## src/rtl/pc_pkg.sv

```systemverilog
`default_nettype none
// ============================================================
// pc_pkg : shared PC width, fetch constants and state encoding
// Rev 1.0
// ============================================================
package pc_pkg;

  localparam int PC_W = 32;
  localparam logic [PC_W-1:0] RESET_PC_DEFAULT = 32'h0000_0000;
  localparam int INSTR_BYTES = 4;
  localparam logic [PC_W-1:0] WORD_ALIGN_MASK = 32'hFFFF_FFFC;

  typedef enum logic [1:0] {
    IDLE  = 2'd0,
    FETCH = 2'd1,
    HOLD  = 2'd2
  } fetch_state_t;

  function automatic logic [PC_W-1:0] word_align(input logic [PC_W-1:0] addr);
    return addr & WORD_ALIGN_MASK;
  endfunction

endpackage
`default_nettype wire

```

## src/rtl/pc_incr.sv

```systemverilog
`default_nettype none
// ============================================================
// pc_incr : combinational next-sequential-instruction adder
// Rev 1.0
// ============================================================
module pc_incr
  import pc_pkg::*;
(
  input  logic [PC_W-1:0] i_pc,
  output logic [PC_W-1:0] o_pc_plus4
);

  localparam logic [PC_W-1:0] C_STEP = INSTR_BYTES;

  // Carry out of the top bit is dropped so the PC wraps modulo 2^32.
  assign o_pc_plus4 = i_pc + C_STEP;

endmodule
`default_nettype wire

```

## src/rtl/pc_fetch.sv

```systemverilog
`default_nettype none
// ============================================================
// pc_fetch : program counter and instruction-fetch sequencer
// Rev 1.0
// ============================================================
module pc_fetch
  import pc_pkg::*;
#(
  parameter logic [PC_W-1:0] RESET_PC = RESET_PC_DEFAULT
) (
  input  logic            clk,
  input  logic            rst,
  input  logic            stall,
  input  logic            branch_taken,
  input  logic [PC_W-1:0] branch_target,
  input  logic            jump,
  input  logic [PC_W-1:0] jump_target,
  input  logic            imem_ready,
  output logic            imem_req,
  output logic [PC_W-1:0] imem_addr,
  output logic            fetch_valid,
  output logic [PC_W-1:0] fetch_pc,
  output logic [PC_W-1:0] fetch_pc_plus4
);

  fetch_state_t    r_state;
  fetch_state_t    w_state_next;
  logic [PC_W-1:0] r_pc;
  logic [PC_W-1:0] w_pc_next;
  logic [PC_W-1:0] w_pc_plus4;
  logic [PC_W-1:0] w_target;
  logic [PC_W-1:0] r_pend_pc;
  logic            r_pend_valid;
  logic            r_fetch_valid;
  logic [PC_W-1:0] r_fetch_pc;
  logic [PC_W-1:0] r_fetch_pc_plus4;
  logic [PC_W-1:0] w_fetch_pc_next;
  logic [PC_W-1:0] w_fetch_pc_plus4_next;
  logic            w_req;
  logic            w_redirect;
  logic            w_complete;
  logic            w_deliver;

  assign w_redirect = jump | branch_taken;
  assign w_target   = word_align(jump ? jump_target : branch_target);
  assign w_complete = w_req & imem_ready;
  // A completing fetch is on the wrong path if any redirect is live or buffered.
  assign w_deliver  = w_complete & ~w_redirect & ~r_pend_valid;

  pc_incr u_incr_pc (
    .i_pc       (r_pc),
    .o_pc_plus4 (w_pc_plus4)
  );

  assign w_fetch_pc_next = w_deliver ? r_pc : r_fetch_pc;

  pc_incr u_incr_fetch (
    .i_pc       (w_fetch_pc_next),
    .o_pc_plus4 (w_fetch_pc_plus4_next)
  );

  always_ff @(posedge clk or posedge rst) begin
    if (rst) begin
      r_state <= IDLE;
    end else begin
      r_state <= w_state_next;
    end
  end

  always_comb begin
    w_state_next = r_state;
    case (r_state)
      IDLE:    w_state_next = stall ? HOLD : FETCH;
      FETCH:   if (w_complete) w_state_next = stall ? HOLD : FETCH;
      HOLD:    if (!stall) w_state_next = FETCH;
      default: w_state_next = IDLE;
    endcase
  end

  always_comb begin
    w_req = 1'b0;
    case (r_state)
      FETCH:   w_req = 1'b1;
      default: w_req = 1'b0;
    endcase
  end

  always_comb begin
    w_pc_next = r_pc;
    if (r_state == FETCH) begin
      if (w_complete) begin
        if (w_redirect) begin
          w_pc_next = w_target;
        end else if (r_pend_valid) begin
          w_pc_next = r_pend_pc;
        end else begin
          w_pc_next = w_pc_plus4;
        end
      end
    end else if (w_redirect) begin
      w_pc_next = w_target;
    end
  end

  always_ff @(posedge clk or posedge rst) begin
    if (rst) begin
      r_pc             <= RESET_PC;
      r_pend_pc        <= '0;
      r_pend_valid     <= 1'b0;
      r_fetch_valid    <= 1'b0;
      r_fetch_pc       <= '0;
      r_fetch_pc_plus4 <= '0;
    end else begin
      r_pc          <= w_pc_next;
      r_fetch_valid <= w_deliver;
      if (w_deliver) begin
        r_fetch_pc       <= w_fetch_pc_next;
        r_fetch_pc_plus4 <= w_fetch_pc_plus4_next;
      end
      // Address must stay stable until the handshake, so redirects are parked here.
      if (w_complete) begin
        r_pend_valid <= 1'b0;
      end else if (w_req && w_redirect) begin
        r_pend_pc    <= w_target;
        r_pend_valid <= 1'b1;
      end
    end
  end

  assign imem_req       = w_req;
  assign imem_addr      = r_pc;
  assign fetch_valid    = r_fetch_valid;
  assign fetch_pc       = r_fetch_pc;
  assign fetch_pc_plus4 = r_fetch_pc_plus4;

endmodule
`default_nettype wire

```

## config.mk

```make
export PLATFORM = sky130hd
export DESIGN_NAME = pc_fetch
export DESIGN_NICKNAME = d
export VERILOG_FILES = /design/src/rtl/pc_pkg.sv /design/src/rtl/pc_incr.sv /design/src/rtl/pc_fetch.sv
export SDC_FILE = /design/constraint.sdc
export NUM_CORES = 1
export LEC_CHECK = 0
export CAP_MARGIN = 40
export CORE_MARGIN = 5
export CORE_UTILIZATION = 49
export CTS_CLUSTER_DIAMETER = 40
export DETAILED_ROUTE_END_ITERATION = 16
export PLACE_DENSITY = 0.83
export SLEW_MARGIN = 10
export SYNTH_ARGS = -nofsm -noshare
export SYNTH_HDL_FRONTEND = slang
export SYNTH_SLANG_ARGS = --single-unit
export TNS_END_PERCENT = 50
```

## constraint.sdc

```tcl
create_clock -name clk -period 5 [get_ports clk]
set_input_delay 1.25 -clock clk [delete_from_list [all_inputs] [get_ports clk]]
set_output_delay 1.25 -clock clk [all_outputs]
set_load 0.03 [all_outputs]
```

; ---- Yosys cells after proc, flatten, opt, wreduce, memory -nomap -nowiden
; Index checks and enable logic that the tools add are counted.
[totals]
regBits = 130
word_cells = 41
[classes]
bitwise_logic = 7
n_mux = 14
n_reduce_logical = 7
n_addsub = 2
eq_ne = 4
[op_table]
columns = operator, n
row1 = two-way mux 32 bit, 7
row2 = "adder 32 x 3 -> 32 bit, second input constant", 2
row3 = two-way mux 2 bit, 3
row4 = one-hot mux 2 bit (3 select lines), 1
row5 = AND reduction 2 bit, 3
row6 = "inequality test 2 bit, second input constant", 2
row7 = nonzero test 2 bit, 2
row8 = bitwise AND 1 bit, 3
row9 = two-way mux 1 bit, 3
row10 = inverter 1 bit, 3
row11 = "== test 2 x 1 -> 1 bit, second input constant", 1
row12 = "== test 2 bit, second input constant", 1
row13 = zero test 2 bit, 1
row14 = logical AND 1 bit, 1
row15 = bitwise OR 1 bit, 1

; ---- Logic depth before layout (Yosys ltp)
[depth]
depth_word = 7
mapped_depth = 15
mapped_depth_nobuf = 12

; ---- Modules after synthesis
; A second synthesis with hierarchy kept.
[unflattened]
hier_cells = 618
area_unflattened_um2 = 7420.9
[modules_own_cells]
columns = mod, area_each_um2, seq_area_each_um2, instances, cells_per_inst
row1 = pc_fetch, 6259.8, 3253.1, 1, 452
row2 = pc_incr, 580.6, 0.0, 2, 83

; ---- Worst setup path after synthesis
; Ideal clock, no wire load.
[synth_path]
path_kind = in2reg
startpoint = input port jump
endpoint = register r_fetch_pc_plus4[30] (netlist: fetch_pc_plus4[30])
arrival_ns = 4.409
slack_ns = 0.527
path_stages = 15
path_cell_list = buf_2 > nor4b_4 > nand3_1 > clkinv_1 > buf_1 > nand2_1 > nand2_1 > ha_1 > nand3_1 > or4_4 > or3_1 > buf_2 > or3_1 > a21oi_1 > a21o_1
[synth_between]
elab_chain_cells = 6
[synth_lines]
columns = item, line_no
row1 = start: declaration, pc_fetch.sv:16  ; input logic jump,
row2 = bitwise OR 1 bit, pc_fetch.sv:44  ; assign w_redirect = jump | branch_taken;
row3 = inverter 1 bit, pc_fetch.sv:48  ; assign w_deliver = w_complete & ~w_redirect & ~r_pend_valid;
row4 = bitwise AND 1 bit (2 in series), pc_fetch.sv:48
row5 = two-way mux 32 bit, pc_fetch.sv:55  ; assign w_fetch_pc_next = w_deliver ? r_pc : r_fetch_pc;
row6 = named net u_incr_fetch.i_pc[3], pc_incr.sv:9  ; input logic [PC_W-1:0] i_pc,
row7 = adder 32 x 3 -> 32 bit, pc_incr.sv:16  ; assign o_pc_plus4 = i_pc + C_STEP;
row8 = end signal: assignment, pc_fetch.sv:118  ; r_fetch_pc_plus4 <= w_fetch_pc_plus4_next;
row9 = end: declaration, pc_fetch.sv:36  ; logic [PC_W-1:0] r_fetch_pc_plus4;
; The timed path passes the listed nets, and every way through them passes these cells.
; A chain may end at the register's enable or synchronous reset.

; ---- Worst setup path after layout
[layout_path]
startpoint = input port branch_taken
endpoint = register r_fetch_pc_plus4[30] (netlist: fetch_pc_plus4[30])
[layout_between]
elab_chain_cells = 6
[layout_lines]
columns = item, line_no
row1 = start: declaration, pc_fetch.sv:14  ; input logic branch_taken,
row2 = bitwise OR 1 bit, pc_fetch.sv:44
row3 = inverter 1 bit, pc_fetch.sv:48
row4 = bitwise AND 1 bit (2 in series), pc_fetch.sv:48
row5 = two-way mux 32 bit, pc_fetch.sv:55
row6 = named net u_incr_fetch.i_pc[2], pc_incr.sv:9
row7 = adder 32 x 3 -> 32 bit, pc_incr.sv:16
; The timed path passes the listed nets, and every way through them passes these cells.

==> results_dict.tcl <==
set metrics [dict create \
    cts_max_path_buffers 2 \
    reg2reg_slack_ps 1190 \
    drc 0 \
    fmax_mhz 230 \
    finalCriticalPeriod_ps 4350 \
    drtIter0Drc 631 \
    root_buffer "clkbuf_16" \
    clock-skew-final_ps 7.96 \
    cts_hold_buffers 0 \
    grt_pass1_vias 5651 \
    synthCells 731 \
    post-cts-setup-buffers 0 \
    yosys.area.top_type "dfrtp_1" \
    start_kind "input pin" \
    worstPathCellList "clkdlybuf4s50_1 -> nor4b_4 -> nand3_4 -> clkinv_1 -> nand2_1 -> nand2_1 -> ha_1 -> nand3_1 -> or4_4 -> or3_1 -> or3_1 -> a21oi_1 -> a21o_1" \
    fin_crit_sh 0.869 \
    postCtsResizedCells 0 \
    setup_tns_ps 0 \
    hold_class "flip-flop to flip-flop" \
    post-place-ws_ps 305 \
    worst_path_max_delay_cell "or4_4" \
    hold_violations 0 \
    critPathCaptureType "flip-flop" \
    ant_nets 0 \
    cp_data_required_time_ps 5350 \
    nFillCells 1001 \
    htreeDepth 4 \
    final_nets 935 \
    die_w_um 124 \
    power.leakage_nw 3.70 \
    ys_seq_area_frac 0.488 \
    max_stage_delay_ps 520 \
    cts.sinks 124 \
    crit_arrival_ps 4700 \
    setup-violations-final 0 \
    path_buf_inv 2 \
    hp-start "fetch_pc_plus4[17]" \
    ios 168 \
    tightest_slew_ps 888 \
    synthDistinctLibCells 52 \
    fin_total_pwr_mw 4.51 \
    dr.pass1.iters 5 \
    track_usage 0.238 \
    place_area_mm2 0.00804 \
    cts-buffers-inserted 17 \
    gp_congestion 0.870 \
    cts_tree "done" \
    irDropWorstVdd_mv 0.259 \
    rsz0062_at_grt "false" \
    dp_hpwl_mm 12.5 \
    synthArstFlopShare 1.00 \
    antenna_cells 0 \
    fin_ws_ps 653 \
    netlist_area_mm2 0.00636 \
    core_area_mm2 0.0127 \
    drive_gt1_frac 0.0559 \
    clk_transition_reported_paths_ps 50 \
    antenna_found_initial 0 \
    ys.flop_type "dfrtp_1" \
    row_count 41 \
    startpoint "branch_taken" \
    grt.overflow.total 0 \
    drv_slew 0 \
    drt-wirelength-per-cell_um 16.7 \
    syn_avg_cell_area_um2 8.70 \
    placed_cells 1016 \
    yosys_warnings 0 \
    fin_cells 1048 \
    worstSkewPairLatency_ps 420 \
    viasPerCell 5.60 \
    synthToLayoutAreaGrowth_pct 34.8 \
    synth_area_leaders "dfrtp_1 49%, nand2_1 8.9%, mux2i_1 5.4%" \
    grt_max_degree 83 \
    critical_path_class "input pin to flip-flop" \
    grt_pass1_wl_mm 28.5 \
    die_h_um 124 \
    slew_headroom 0.402 \
    ys_seq_elements 124 \
    maxCapViolCount 0 \
    num_vias 5867 \
    wl_mm 17.6 \
    synth_edf_count 0 \
    cpLargestDelayFamily "simple AND/OR/NAND/NOR gates" \
    initial_utilization 0.502 \
    synthDominantCellAreaShare 0.488 \
    reg2reg_from "r_pend_valid" \
    fin_area_mm2 0.00858 \
    cp_max_fo 18 \
    io_buffers 157 \
    status "completed" \
    dieArea_mm2 0.0154 \
    power_density_mw_per_mm2 525 \
]
-- registers in the layout, indices dropped and copies added (netlist names) --
name / count
fetch_pc: 30
fetch_pc_plus4: 30
fetch_valid: 1
imem_addr: 30
r_pend_pc: 30
r_pend_valid: 1
r_state: 2
-- synthesized netlist by cell type (5+ instances only) --
library cell	count
xor2_1	14
o211ai_1	6
dfrtp_1	124
buf_2	7
mux2i_1	34
nand2_1	150
buf_1	5
nor2_1	73
nor3_1	18
nor4_1	6
or3_1	6
buf_4	8
inv_1	5
and3_1	5
a21oi_1	58
nand4_1	11
clkbuf_1	40
o21ai_0	53
nand3_1	27
xnor2_1	21
nand2b_1	7
-- per-stage QoR --
stage,hold WS (ps),utilization
final,464,0.677
after global routing,491,0.677
after CTS,468,0.677
after detailed placement,456,0.634
after global placement,454,0.633
after floorplan,488,-
-- layout make-up --
cell class              count  area, um2  share of cell area
inverters                   6       25.0             0.00292
clock inverters             8       67.6             0.00788
repair buffers            169       1690               0.196
clock buffers              24        472              0.0550
well taps                 172        215              0.0251
flip-flops and latches    124       3100               0.362
multi-input cells         545       3010               0.351
-- per-layer routing --
layer,vias up,wire length [um],global-route usage
met2,265,7930,0.356
met5,-,0,0
met4,0,381,0.0890
li1,2769,-,-
met1,2804,7780,0.343
met3,29,1470,0.0513
-- cells in the final DEF, fill, tap and decap left out, types with 5 or more instances in the layout --
cell | netlist | final
conb_1 | 1 | 6
or3_1 | 6 | 6
nand3_1 | 27 | 26
o211ai_1 | 6 | 6
buf_4 | 8 | 9
xor2_1 | 14 | 14
nand4_1 | 11 | 11
nor4_1 | 6 | 6
clkbuf_16 | 0 | 17
xnor2_1 | 21 | 21
clkdlybuf4s50_1 | 0 | 156
dfrtp_1 | 124 | 124
nor2_1 | 73 | 73
mux2i_1 | 34 | 33
o21ai_0 | 53 | 53
nor3_1 | 18 | 17
clkbuf_1 | 40 | 5
and3_1 | 5 | 5
nand2_1 | 150 | 150
clkinv_2 | 0 | 6
a21oi_1 | 58 | 58
nand2b_1 | 7 | 7
-- kinds of logic (layout without fill, tap and decap cells) --
group / after synthesis / after routing / synth area share
AOI/OAI and AO/OA: 152 / 152 / 0.138
adders and majority gates: 2 / 2 / 0.00393
and+or+nand+nor: 316 / 316 / 0.221
muxes: 34 / 34 / 0.0535
DFF: 124 / 124 / 0.488
buffers and inverters: 67 / 207 / 0.0468
other: 1 / 6 / 0.000590
xor gates and xnor gates: 35 / 35 / 0.0482
-- worst paths after layout --
path | end | cells after the start
min | fetch_pc_plus4[17] | 2
max | fetch_pc_plus4[30] | 13
max in group asynchronous | fetch_pc_plus4[29] | 3
max reg2reg | fetch_pc_plus4[30] | 12
min in group asynchronous | fetch_pc[4] | 2
min reg2reg | fetch_pc_plus4[17] | 2
-- where the power goes --
group	internal, mW	total, mW	switching, mW
Combinational	0.721	1.75	1.03
Sequential	1.33	1.63	0.302
Clock	0.703	1.12	0.421
Total	2.76	4.51	1.75
-- worst register-to-register path, stage by stage, from the launching register on --
cell      delay [ps]
dfrtp_1          370
inv_1            580
nand3_4          370
clkinv_1         240
nand2_1          110
nand2_1          100
ha_1             220
nand3_1          120
or4_4            520
or3_1            460
or3_1            410
a21oi_1          160
a21o_1           100
Note: power is estimated with default switching activity, not from simulation.
==> RTL edit 1: new RTL, config.mk and constraints unchanged <==
Set the package constant `PC_W` to 36 (it was 32).
--- a/src/rtl/pc_pkg.sv
+++ b/src/rtl/pc_pkg.sv
@@ -6,5 +6,5 @@
 package pc_pkg;
 
-  localparam int PC_W = 32;
+  localparam int PC_W = 36;
   localparam logic [PC_W-1:0] RESET_PC_DEFAULT = 32'h0000_0000;
   localparam int INSTR_BYTES = 4;
Interface: changed (5 resized); port bits go from 168 to 188. No check against the original RTL was run, so the function may have changed too.
==> RTL edit 1 against the unedited design <==
Sequential cell count up 12. Maximum frequency grew 12%. Wire length is 13% higher. Die area up 11%. Total power up 4.0%. Count of clock-buffer cells in the layout increased by 3. Hold slack better by 13 ps. Design area up 9.6%. Area after synthesis up 12%. Synthesized cell count grew 8.6%. Setup slack better by 470 ps. Non-clock buffer count is 12 higher.
==> RTL edit 1: results <==
group,metric,value,unit
yosys,syn_avg_cell_area,9.004,um^2
critical_path,r2r_slack,2100,ps
sta,fin_skew,8.151,ps
sta,hold_slack,477.2,ps
worst_hold_path,hold_class,"reg -> reg",
critical_path,worst_path_largest_cell_delay,560,ps
pwr,pg_seq,1.76,mW
placement,placed_cell_area,0.008875,mm^2
global_route,use_met3,5.163,%
drt,wl_met3,1.610,mm
placement,dp_slack,766.8,ps
yosys,yosysUniqueCellTypes,55,
global_route,grt_max_degree,93,
pwr,seqPwrFrac,37.6,%
layout,nFillCells,1159,
drt,wl_per_cell,17.59,um
drt,routed.top_layer,"met4",
sta,max_slew_margin,38.04,%
worst_hold_path,min_from,"fetch_pc_plus4[27]$_DFFE_PP0P_",
layout,drive_gt1_share,7.226,%
critical_path,slowest_stage,"clkdlybuf4s50_1",
critical_path,crit_path_end,"fetch_pc_plus4[32]$_DFFE_PP0P_",
pwr,leakagePower,4.105,nW
global_route,grtUsageMet1,32.79,%
critical_path,worstRegToRegCells,10,
cts,numCtsBuffers,17,
yosys,synth_area_leaders,"dfrtp_1, nand2_1, mux2i_1",
yosys,seq_area_frac_synth,47.60,%
worst_hold_path,min_to,"fetch_pc_plus4[27]$_DFFE_PP0P_",
critical_path,r2r_start,"r_state[1]$_DFFE_PP0P_",
placement,io_buffers,169,
pwr,switching_share,38.90,%
cts,post_cts_buffers,0,
drt,wirelength,19.79,mm
layout,fin_nets,1010,
critical_path,cp-startpoint,"imem_ready",
placement,place.gp.congestion,0.8370,
global_route,grt_pass1_vias,5996,
layout,finalInstanceArea,0.009403,mm^2
drt,drt_iter0_drc,727,
drt,wl_met1,8.386,mm
pwr,ir_worst_vdd,273.0,uV
drt,routed-wl-met2,9.347,mm
global_route,grt_pass1_wl,31.66,mm
critical_path,cp_max_fo,22,
status,outcome,"complete, no violations",
drt,num_vias,6349,
sta,timing.fmax,258.2,MHz
global_route,track_usage,23.64,%
yosys,synth_common_cells,"nand2_1, dfrtp_1, nor2_1, o21ai_0, a21oi_1",
## RTL edit 1: cell count changes in the layout (fill, tap and decap cells not counted), sizes merged, moves of 6 or more
cell / before / now
nand4: 12 / 19
dfrtp: 124 / 136
clkdlybuf4s50: 156 / 168
a221o: 1 / 12
or3: 6 / 0
nand2: 150 / 175
a21oi: 58 / 45
## RTL edit 1: kinds of logic after synthesis
kind of cell               share of synthesized area [%]
AOI/OAI and AO/OA                                  12.22
xor gates and xnor gates                           5.128
adders and majority gates                         0.3500
buffers and inverters                              5.268
DFF                                                47.60
muxes                                              6.143
other                                            0.05245
and+or+nand+nor                                    23.24
## RTL edit 1: cell type report
type | instances | area share [%]
Tap cell | 184 | 2.448
Clock buffer | 27 | 5.456
Sequential cell | 136 | 36.19
Clock inverter | 3 | 0.1597
Multi-Input combinational cell | 585 | 36.22
Inverter | 9 | 0.4125
Timing Repair Buffer | 181 | 19.11
==> RTL edit 2: new RTL, same flow settings <==
Without the edit above. Reset style: synchronous (`rst`), changed in 2 clocked blocks.
--- a/src/rtl/pc_fetch.sv
+++ b/src/rtl/pc_fetch.sv
@@ -60,5 +60,5 @@
   );
 
-  always_ff @(posedge clk or posedge rst) begin
+  always_ff @(posedge clk) begin
     if (rst) begin
       r_state <= IDLE;
@@ -103,5 +103,5 @@
   end
 
-  always_ff @(posedge clk or posedge rst) begin
+  always_ff @(posedge clk) begin
     if (rst) begin
       r_pc             <= RESET_PC;
Check against the original RTL: differs if rst is asserted again (counterexample within 4 cycles, from zero or initial values and one cycle with rst high); with rst held inactive, the same outputs for 4 cycles.
==> RTL edit 2 against the unedited design <==
Count of clock-buffer cells in the layout fell by 1. Sequential cell count did not move. Design area fell by 2.2%. Die area fell by 1.1%. Hold slack got worse by 5.9 ps. Area after synthesis fell by 1.2%. Critical path depth did not move. Wire length rose by 4.5%. Cell count rose by 4.9%. Synthesized cell count rose by 10%. Global-route usage fell by 0.30 points. Setup slack improved by 500 ps. Critical endpoint is now fetch_pc_plus4[26]$_SDFFE_PP0P_. Highest routed layer unchanged.
Power is not compared: it rests on default switching activity, and its combinational part moved more than twofold at a synthesized area within 25%.
==> RTL edit 2: results <==
group,metric,value,unit
placement,place.gp.congestion,0.8391,
global_route,track_usage,23.54,%
yosys,seq_area_frac_synth,39.51,%
sta,max_slew_margin,42.39,%
critical_path,r2r_start,"r_pend_valid$_SDFFE_PP0P_",
critical_path,crit_path_end,"fetch_pc_plus4[26]$_SDFFE_PP0P_",
critical_path,r2r_slack,2150,ps
sta,layout_min_cycle_time,3852,ps
placement,hpwlAfterDp,12.79,mm
cts,cts_resized,0,
global_route,grt_pass1_wl,28.31,mm
drt,drt_iter0_drc,827,
global_route,grt_pass1_vias,5581,
layout,drive_gt1_share,5.825,%
cts,cts_buffer_depth,2,
yosys,yosysUniqueCellTypes,48,
yosys,synth_area_leaders,"dfxtp_1, a211oi_1, nor2_1",
placement,dp_cells,1068,
yosys,synth-async-reset-ratio,0,%
drt,vias_per_cell,5.753,
status,outcome,"complete, no violations",
layout,fin_nets,987,
critical_path,cp-startpoint,"branch_taken",
layout,nFillCells,1084,
worst_hold_path,min_path_cells,2,
critical_path,worstRegToRegCells,11,
critical_path,worst_path_largest_cell_delay,480,ps
sta,fin_skew,8.124,ps
worst_hold_path,min_to,"fetch_pc[28]$_SDFFE_PP0P_",
cts,clkLatencyLatePin,420,ps
yosys,yosysWarnings,0,
cts,clkTransAtPathRegs,50,ps
placement,placed_cell_area,0.007833,mm^2
critical_path,cp_max_fo,7,
worst_hold_path,min_from,"fetch_pc[28]$_SDFFE_PP0P_",
drt,num_vias,6322,
critical_path,slowest_stage,"or4_1",
critical_path,cp.arrival,4170,ps
yosys,postSynthCellCount,807,
yosys,synth_common_cells,"dfxtp_1, nor2_1, nand2_1, clkbuf_1, a211oi_1",
drt,wirelength,18.35,mm
placement,dp_slack,777.5,ps
global_route,grt_max_degree,81,
## RTL edit 2: cell types whose count changed in the layout (fill, tap and decap cells not counted), sizes merged, moves of 11 or more
cell	unedited run	this run
dfrtp	124	0
nor3	19	30
nor2	73	114
o21ai	55	33
a211oi	4	67
nand2	150	106
dfxtp	0	124
## RTL edit 2: area by class of cell
class	count	area share, %
clock buffer	23	5.462
timing repair buffer	169	19.73
tap	172	2.567
multi-input combinational	598	41.29
inverter	5	0.2238
sequential	124	29.61
clock inverter	8	1.119
## RTL edit 2: worst min-delay path, delay by kind of cell (launching register included)
kind | cells | cell delay [ps]
AO/OA/AOI/OAI | 1 | 50
AND/OR/NAND/NOR | 1 | 50
flip-flops | 1 | 310
## RTL edit 2: kinds of logic after synthesis
logic type | share of synthesized area [%]
muxes | 6.312
other | 0.05968
adders and majority gates | 0.3982
DFF | 39.51
and+or+nand+nor | 23.38
AOI/OAI and AO/OA | 19.59
xor gates and xnor gates | 4.739
buffers and inverters | 6.013
## RTL edit 2: metal layers
layer	vias to the layer above	track usage, %	routed length (um)
li1	3055	-	-
met1	2884	32.72	7930
met2	335	36.22	8267
met3	48	4.575	1684
met4	0	8.927	464
met5	-	0	0
## RTL edit 2: report_power, final
part           internal, mW  switching (mW)
registers              1.03          0.0777
logic                 0.179           0.230
clock network         0.739           0.422
total                  1.95           0.730
## RTL edit 2: per-stage QoR
step	hold WS, ps	util (%)
2_1_floorplan	453.7	-
3_3_place_gp	442.0	62.07
3_5_place_dp	445.9	62.07
4_1_cts	459.8	66.44
5_1_grt	478.2	66.44
6_report	458.0	66.44
